$ cat src/rtl/decode_stage_pkg.sv
// Shared RV32I decode types: opcodes, instruction formats, ALU/compare ops
// and the registered decode bundle handed from decode to execute.
package decode_stage_pkg;

  localparam logic [6:0] F7_BASE = 7'b0000000;
  localparam logic [6:0] F7_ALT  = 7'b0100000;

  typedef enum logic [6:0] {
    OPC_LOAD     = 7'b0000011,
    OPC_MISC_MEM = 7'b0001111,
    OPC_OP_IMM   = 7'b0010011,
    OPC_AUIPC    = 7'b0010111,
    OPC_STORE    = 7'b0100011,
    OPC_OP       = 7'b0110011,
    OPC_LUI      = 7'b0110111,
    OPC_BRANCH   = 7'b1100011,
    OPC_JALR     = 7'b1100111,
    OPC_JAL      = 7'b1101111,
    OPC_SYSTEM   = 7'b1110011
  } opcode_t;

  typedef enum logic [2:0] {
    R_TYPE = 3'd0,
    I_TYPE = 3'd1,
    S_TYPE = 3'd2,
    B_TYPE = 3'd3,
    U_TYPE = 3'd4,
    J_TYPE = 3'd5
  } inst_format_t;

  // Encoded as {funct7[5], funct3} so OP/OP_IMM map straight through.
  typedef enum logic [3:0] {
    ALU_ADD  = 4'b0000,
    ALU_SLL  = 4'b0001,
    ALU_SLT  = 4'b0010,
    ALU_SLTU = 4'b0011,
    ALU_XOR  = 4'b0100,
    ALU_SRL  = 4'b0101,
    ALU_OR   = 4'b0110,
    ALU_AND  = 4'b0111,
    ALU_SUB  = 4'b1000,
    ALU_SRA  = 4'b1101
  } alu_op_t;

  typedef enum logic [2:0] {
    CMP_BEQ  = 3'b000,
    CMP_BNE  = 3'b001,
    CMP_BLT  = 3'b100,
    CMP_BGE  = 3'b101,
    CMP_BLTU = 3'b110,
    CMP_BGEU = 3'b111
  } cmp_op_t;

  typedef struct packed {
    logic [31:0]  pc;
    opcode_t      opcode;
    inst_format_t format;
    alu_op_t      alu_op;
    cmp_op_t      cmp_op;
    logic [4:0]   rs1;
    logic [4:0]   rs2;
    logic [4:0]   rd;
    logic         rd_we;
    logic [31:0]  imm;
    logic         illegal;
  } decode_bundle_t;

  function automatic logic is_known_opcode(input logic [6:0] opc);
    case (opc)
      OPC_LOAD, OPC_MISC_MEM, OPC_OP_IMM, OPC_AUIPC, OPC_STORE, OPC_OP,
      OPC_LUI, OPC_BRANCH, OPC_JALR, OPC_JAL, OPC_SYSTEM: is_known_opcode = 1'b1;
      default: is_known_opcode = 1'b0;
    endcase
  endfunction

endpackage

$ cat src/rtl/imm_gen.sv
// Combinational immediate generator; every format sign-extends instr[31].
// Also used by the fetch-side branch predictor.
module imm_gen
  import decode_stage_pkg::*;
(
  input  logic [31:0]  instr,
  input  inst_format_t format,
  output logic [31:0]  imm
);

  always_comb begin
    imm = 32'd0;
    case (format)
      I_TYPE: imm = {{20{instr[31]}}, instr[31:20]};
      S_TYPE: imm = {{20{instr[31]}}, instr[31:25], instr[11:7]};
      B_TYPE: imm = {{19{instr[31]}}, instr[31], instr[7], instr[30:25], instr[11:8], 1'b0};
      U_TYPE: imm = {instr[31:12], 12'd0};
      J_TYPE: imm = {{11{instr[31]}}, instr[31], instr[19:12], instr[20], instr[30:21], 1'b0};
      default: imm = 32'd0;
    endcase
  end

endmodule

$ cat src/rtl/decode_stage.sv
// RV32I decode stage: decodes a fetched {pc, instr} and holds the result in a
// single registered slot with valid/ready backpressure and branch flush.
module decode_stage
  import decode_stage_pkg::*;
#(
  parameter int               XLEN     = 32,
  parameter logic [XLEN-1:0]  RESET_PC = '0
) (
  input  logic            clk,
  input  logic            rst_n,
  input  logic            flush,
  input  logic            in_valid,
  output logic            in_ready,
  input  logic [XLEN-1:0] in_pc,
  input  logic [31:0]     in_instr,
  output logic            out_valid,
  input  logic            out_ready,
  output logic [XLEN-1:0] out_pc,
  output logic [6:0]      out_opcode,
  output logic [2:0]      out_format,
  output logic [3:0]      out_alu_op,
  output logic [2:0]      out_cmp_op,
  output logic [4:0]      out_rs1,
  output logic [4:0]      out_rs2,
  output logic [4:0]      out_rd,
  output logic            out_rd_we,
  output logic [31:0]     out_imm,
  output logic            out_illegal
);

  localparam decode_bundle_t RESET_BUNDLE = '{
    pc:      RESET_PC,
    opcode:  opcode_t'(7'd0),
    format:  R_TYPE,
    alu_op:  ALU_ADD,
    cmp_op:  CMP_BEQ,
    rs1:     5'd0,
    rs2:     5'd0,
    rd:      5'd0,
    rd_we:   1'b0,
    imm:     32'd0,
    illegal: 1'b0
  };

  logic [6:0]     opc;
  logic [2:0]     f3;
  logic [6:0]     f7;
  inst_format_t   fmt;
  alu_op_t        alu_op;
  cmp_op_t        cmp_op;
  logic           illegal;
  logic [31:0]    imm;
  logic           f7_std;
  logic           take;
  logic           valid_reg;
  logic           valid_next;
  decode_bundle_t bundle_reg;
  decode_bundle_t bundle_next;

  assign opc    = in_instr[6:0];
  assign f3     = in_instr[14:12];
  assign f7     = in_instr[31:25];
  assign f7_std = (f7 == F7_BASE) || (f7 == F7_ALT);

  always_comb begin
    fmt     = R_TYPE;
    alu_op  = ALU_ADD;
    cmp_op  = CMP_BEQ;
    illegal = (in_instr[1:0] != 2'b11) || !is_known_opcode(opc);
    case (opc)
      OPC_OP: begin
        fmt    = R_TYPE;
        alu_op = alu_op_t'({f7[5], f3});
        if (!f7_std) illegal = 1'b1;
        if (f7 == F7_ALT && f3 != 3'b000 && f3 != 3'b101) illegal = 1'b1;
      end
      OPC_OP_IMM: begin
        fmt    = I_TYPE;
        alu_op = alu_op_t'({(f3 == 3'b101) ? f7[5] : 1'b0, f3});
        // Shift-immediates reuse funct7 as an opcode extension.
        if ((f3 == 3'b001 || f3 == 3'b101) && !f7_std) illegal = 1'b1;
        if (f3 == 3'b001 && f7 == F7_ALT) illegal = 1'b1;
      end
      OPC_LOAD: begin
        fmt = I_TYPE;
        if (f3 == 3'b011 || f3 == 3'b110 || f3 == 3'b111) illegal = 1'b1;
      end
      OPC_STORE: begin
        fmt = S_TYPE;
        if (f3 > 3'b010) illegal = 1'b1;
      end
      OPC_BRANCH: begin
        fmt    = B_TYPE;
        cmp_op = cmp_op_t'(f3);
        if (f3 == 3'b010 || f3 == 3'b011) illegal = 1'b1;
      end
      OPC_JALR: begin
        fmt = I_TYPE;
        if (f3 != 3'b000) illegal = 1'b1;
      end
      OPC_MISC_MEM: fmt = I_TYPE;
      OPC_SYSTEM: begin
        fmt = I_TYPE;
        if (f3 != 3'b000) illegal = 1'b1;
      end
      OPC_LUI, OPC_AUIPC: fmt = U_TYPE;
      OPC_JAL:            fmt = J_TYPE;
      default: fmt = R_TYPE;
    endcase
  end

  imm_gen u_imm_gen (
    .instr  (in_instr),
    .format (fmt),
    .imm    (imm)
  );

  always_comb begin
    bundle_next         = RESET_BUNDLE;
    bundle_next.pc      = in_pc;
    bundle_next.opcode  = opcode_t'(opc);
    bundle_next.format  = fmt;
    bundle_next.alu_op  = alu_op;
    bundle_next.cmp_op  = cmp_op;
    bundle_next.rs1     = (fmt == U_TYPE || fmt == J_TYPE) ? 5'd0 : in_instr[19:15];
    bundle_next.rs2     = (fmt == R_TYPE || fmt == S_TYPE || fmt == B_TYPE) ? in_instr[24:20] : 5'd0;
    bundle_next.rd      = in_instr[11:7];
    bundle_next.rd_we   = (in_instr[11:7] != 5'd0) && !illegal
                        && (fmt == R_TYPE || fmt == I_TYPE || fmt == U_TYPE || fmt == J_TYPE)
                        && (opc != OPC_MISC_MEM) && (opc != OPC_SYSTEM);
    bundle_next.imm     = imm;
    bundle_next.illegal = illegal;
  end

  // Flush wins over everything: nothing is accepted and the slot empties.
  assign in_ready = !flush && (!valid_reg || out_ready);
  assign take     = in_valid && in_ready;

  always_comb begin
    valid_next = valid_reg;
    if (flush)          valid_next = 1'b0;
    else if (take)      valid_next = 1'b1;
    else if (out_ready) valid_next = 1'b0;
  end

  always_ff @(posedge clk or negedge rst_n) begin
    if (!rst_n) begin
      valid_reg  <= 1'b0;
      bundle_reg <= RESET_BUNDLE;
    end else begin
      valid_reg <= valid_next;
      if (take) bundle_reg <= bundle_next;
    end
  end

  assign out_valid   = valid_reg;
  assign out_pc      = bundle_reg.pc;
  assign out_opcode  = bundle_reg.opcode;
  assign out_format  = bundle_reg.format;
  assign out_alu_op  = bundle_reg.alu_op;
  assign out_cmp_op  = bundle_reg.cmp_op;
  assign out_rs1     = bundle_reg.rs1;
  assign out_rs2     = bundle_reg.rs2;
  assign out_rd      = bundle_reg.rd;
  assign out_rd_we   = bundle_reg.rd_we;
  assign out_imm     = bundle_reg.imm;
  assign out_illegal = bundle_reg.illegal;

endmodule

$ cat config.mk
export PLATFORM = sky130hd
export DESIGN_NAME = decode_stage
export DESIGN_NICKNAME = d
export VERILOG_FILES = /design/src/rtl/decode_stage_pkg.sv /design/src/rtl/imm_gen.sv /design/src/rtl/decode_stage.sv
export SDC_FILE = /design/constraint.sdc
export NUM_CORES = 1
export LEC_CHECK = 0
export CORE_MARGIN = 3
export CORE_UTILIZATION = 46
export DETAILED_ROUTE_END_ITERATION = 6
export PLACE_DENSITY = 0.94
export RECOVER_POWER = 50
export SLEW_MARGIN = 30
export SYNTH_ARGS = -nofsm -noshare
export SYNTH_HDL_FRONTEND = slang
export SYNTH_SLANG_ARGS = --single-unit
$ cat constraint.sdc
create_clock -name clk -period 4.4 [get_ports clk]
set_input_delay 0.66 -clock clk [delete_from_list [all_inputs] [get_ports clk]]
set_output_delay 0.66 -clock clk [all_outputs]
set_load 0.02 [all_outputs]
==> key figures <==
STA
  – Slew Limit Fails: 51
  – Max frequency: between 300 and 400 MHz
  – Fin. Hold Viols: 0
  – Tmin final: roughly 2900 ps
  – RSZ-0062 raised after global routing: no
  – Final cycle utilization of the critical path: 65.3%
  – Final hold slack: 474 ps
  – Setup Skew: between 10 and 15 ps
  – Worst slew margin: -74.0%
  – Setup TNS: 0 ps
  – Worst slew pin tran: ~2600 ps
  – # setup viols final: 0

Outcome
  – Outcome: finished with violations
  – Failing checks: max-capacitance violations, max-slew violations

Final layout
  – Nets: 719
  – Diode count: 0
  – Share of cells above drive strength 1: 5.34%
  – Layout area overhead: 41.3%
  – Utilization after layout: 68.1%
  – Fillers: 734
  – Final instance area: 0.00638 mm^2

Place
  – DP Wirelength: 9610 um
  – Buffers on Ports: 168
  – Placed Area: 0.00621 mm^2
  – Gpl congestion: 0.864

Logic synthesis
  – FF+latch count, synth: 99
  – EDFF count, synth: 0
  – Syn nets: 573
  – Predominant post-synthesis flop cell: dfrtp_1
  – Post-synthesis cell type count: 53
  – Gate Count Post-Synth: 504
  – YS warnings: 0
  – Post-synthesis sequential area ratio: 54.9%
  – Fraction of registers with async set/reset: 100%
  – Mapped Avg Cell Area: ~9 um^2
  – Cell Area, Synth: 0.00451 mm^2

Floorplan
  – Row cnt: 35
  – Top Ports: 169
  – Initial Util: around half
  – Die Area: 0.0110 mm^2
  – Die width: 105 um
  – Core Area: ~0.0094 mm^2
  – Die Height: 105 um

Worst setup path
  – Peak fanout along the critical path: 50
  – CP Class: in2async
  – Crit path depth: 2
  – CP max-delay cell: clkbuf_1
  – Critical Path, Cell by Cell: clkbuf_1 > buf_4
  – Reg2reg setup slack: between 2000 and 2500 ps
  – Worst endpoint required time: 4840 ps
  – Reg2Reg Depth: 4
  – Crit path launch type: input port
  – Worst path bufs/invs: 2
  – Largest stage delay, worst path: 1820 ps
  – Worst setup EP type: async pin
  – Worst EP arrival: about 3300 ps
  – CP top delay family: buffers and inverters

Detailed routing
  – Starting DRT DRC Count: about 240
  – Antenna Violating Nets Remaining: 0
  – Via Count: 4162
  – First-pass detailed-route iteration total: 4
  – WL per Instance: about 17 um
  – # DRC: 0
  – Vias per cell: 5.31
  – Final WL: 13200 um

Pwr
  – Power Total: approximately 2100 uW
  – Leakage: 0.00293 uW
  – Power density cells: roughly 330 mW/mm^2
  – VDD IR max: 166 uV

GRT
  – Largest net degree at the start of global routing: 59
  – Total grt overflow: 0
  – Global-route wire length before repair: 21400 um
  – Vias in the first global route: 4173
  – Initial antenna violation count: 0
  – Total track usage: 24.1%

CTS
  – Total CTS buffers: 9
  – Sink Count: 99
  – Clk slew on worst S/H paths: 90 ps
  – H-tree lvl count: 3
  – Worst skew pair latency: 370 ps
  – Clock Path Buffers: 2
  – Hold buffer count at CTS: 0
  – CTS tree: built
  – Root buffer cell: clkbuf_8
  – Post-CTS sizing: 0
  – Post-CTS Setup Inserts: 0

Run
  – Max-Cap Viols: 1

Worst hold path
  – Hold Path Depth: 2
  – HP Class: reg2reg
-- cells by family after synthesis --
logic type | Yosys count | share of synthesized area (%)
compound gates | 112 | 16.7
buf+inv | 39 | 4.10
flops | 99 | 54.9
xor+xnor | 2 | 0.388
simple gates | 252 | 24.0
-- power by group --
group	total, uW	leakage (uW)	internal (uW)	switching [uW]
sequential	1040	0.00128	995	46.5
clock	522	0.0000799	208	314
combinational	539	0.00157	238	301
total	2100	0.00293	1440	661
-- state kept, by name, indices dropped and copies added (netlist names) --
name and cells:
out_rs1 5, out_rd_we 1, out_illegal 1, out_pc 32
out_alu_op 4, out_format 3, out_imm 32, out_rs2 5
out_valid 1, out_opcode 7, out_rd 5, out_cmp_op 3
-- area by class of cell --
cell class | instances | area, um^2 | area share (%)
inverter | 3 | 11.3 | 0.177
tap | 129 | 161 | 2.53
clock buffer | 11 | 131 | 2.06
multi-input combinational | 366 | 1860 | 29.2
sequential | 99 | 2480 | 38.8
timing repair buffer | 171 | 1700 | 26.6
clock inverter | 5 | 37.5 | 0.589
-- path summary, 6_finish.rpt --
| path | startpoint | end |
|---|---|---|
| worst max-delay path | rst_n | out_imm[18] |
| worst min-delay path | out_rd[0] | out_rd[0] |
| worst max register to register | out_valid | out_imm[22] |
| worst min register to register | out_rd[0] | out_rd[0] |
| max in group clk | in_valid | out_imm[22] |
| min in group asynchronous | rst_n | out_pc[12] |
-- synthesized netlist by cell type (3+ instances only) --
| cell type | count | area [um^2] |
|---|---|---|
| a21boi_1 | 4 | 30.0 |
| nor4_1 | 3 | 18.8 |
| a22oi_1 | 19 | 143 |
| buf_4 | 3 | 22.5 |
| buf_2 | 10 | 50.1 |
| nand2_1 | 207 | 777 |
| and2_1 | 3 | 18.8 |
| nand3b_1 | 3 | 22.5 |
| nor2_2 | 3 | 18.8 |
| a21boi_0 | 4 | 30.0 |
| buf_1 | 4 | 15.0 |
| a22o_1 | 3 | 26.3 |
| nor2b_1 | 4 | 25.0 |
| a211oi_1 | 3 | 22.5 |
| nor3_1 | 3 | 15.0 |
| nor2_1 | 9 | 33.8 |
| clkbuf_1 | 17 | 63.8 |
| dfrtp_1 | 99 | 2480 |
| o31ai_1 | 3 | 22.5 |
| nand3_1 | 3 | 15.0 |
| o21ai_1 | 11 | 55.1 |
| a21oi_1 | 29 | 145 |
| o21ai_0 | 13 | 65.1 |
| inv_1 | 3 | 11.3 |
| a31oi_1 | 3 | 18.8 |
| a22oi_2 | 4 | 50.1 |
| a21o_1 | 3 | 22.5 |
-- placed cells by master (no fill, tap or decap), types with 9 or more instances in the layout --
master           instances
a21oi_1                 29
a22oi_1                 19
clkbuf_8                 9
clkdlybuf4s50_1        117
dfrtp_1                 99
dlygate4sd3_1           50
nand2_1                206
nor2_1                   9
o21ai_0                 13
o21ai_1                 11
-- through the flow --
stage	cells	worst slack [ps]
after floorplan	504	2490
after global routing	784	1000
after global placement	768	1330
after CTS	784	1590
final	784	1530
after detailed placement	768	1200
-- routing by layer --
| layer | track usage, % | part of all wire (%) | up-vias |
|---|---|---|---|
| li1 | - | - | 1976 |
| met4 | 5.34 | 0.62 | 0 |
| met1 | 31.6 | 42 | 1986 |
| met5 | 0 | 0 | - |
| met2 | 40.4 | 49 | 192 |
| met3 | 5.99 | 7.7 | 8 |
No activity file was read; power rests on OpenSTA's default activity.
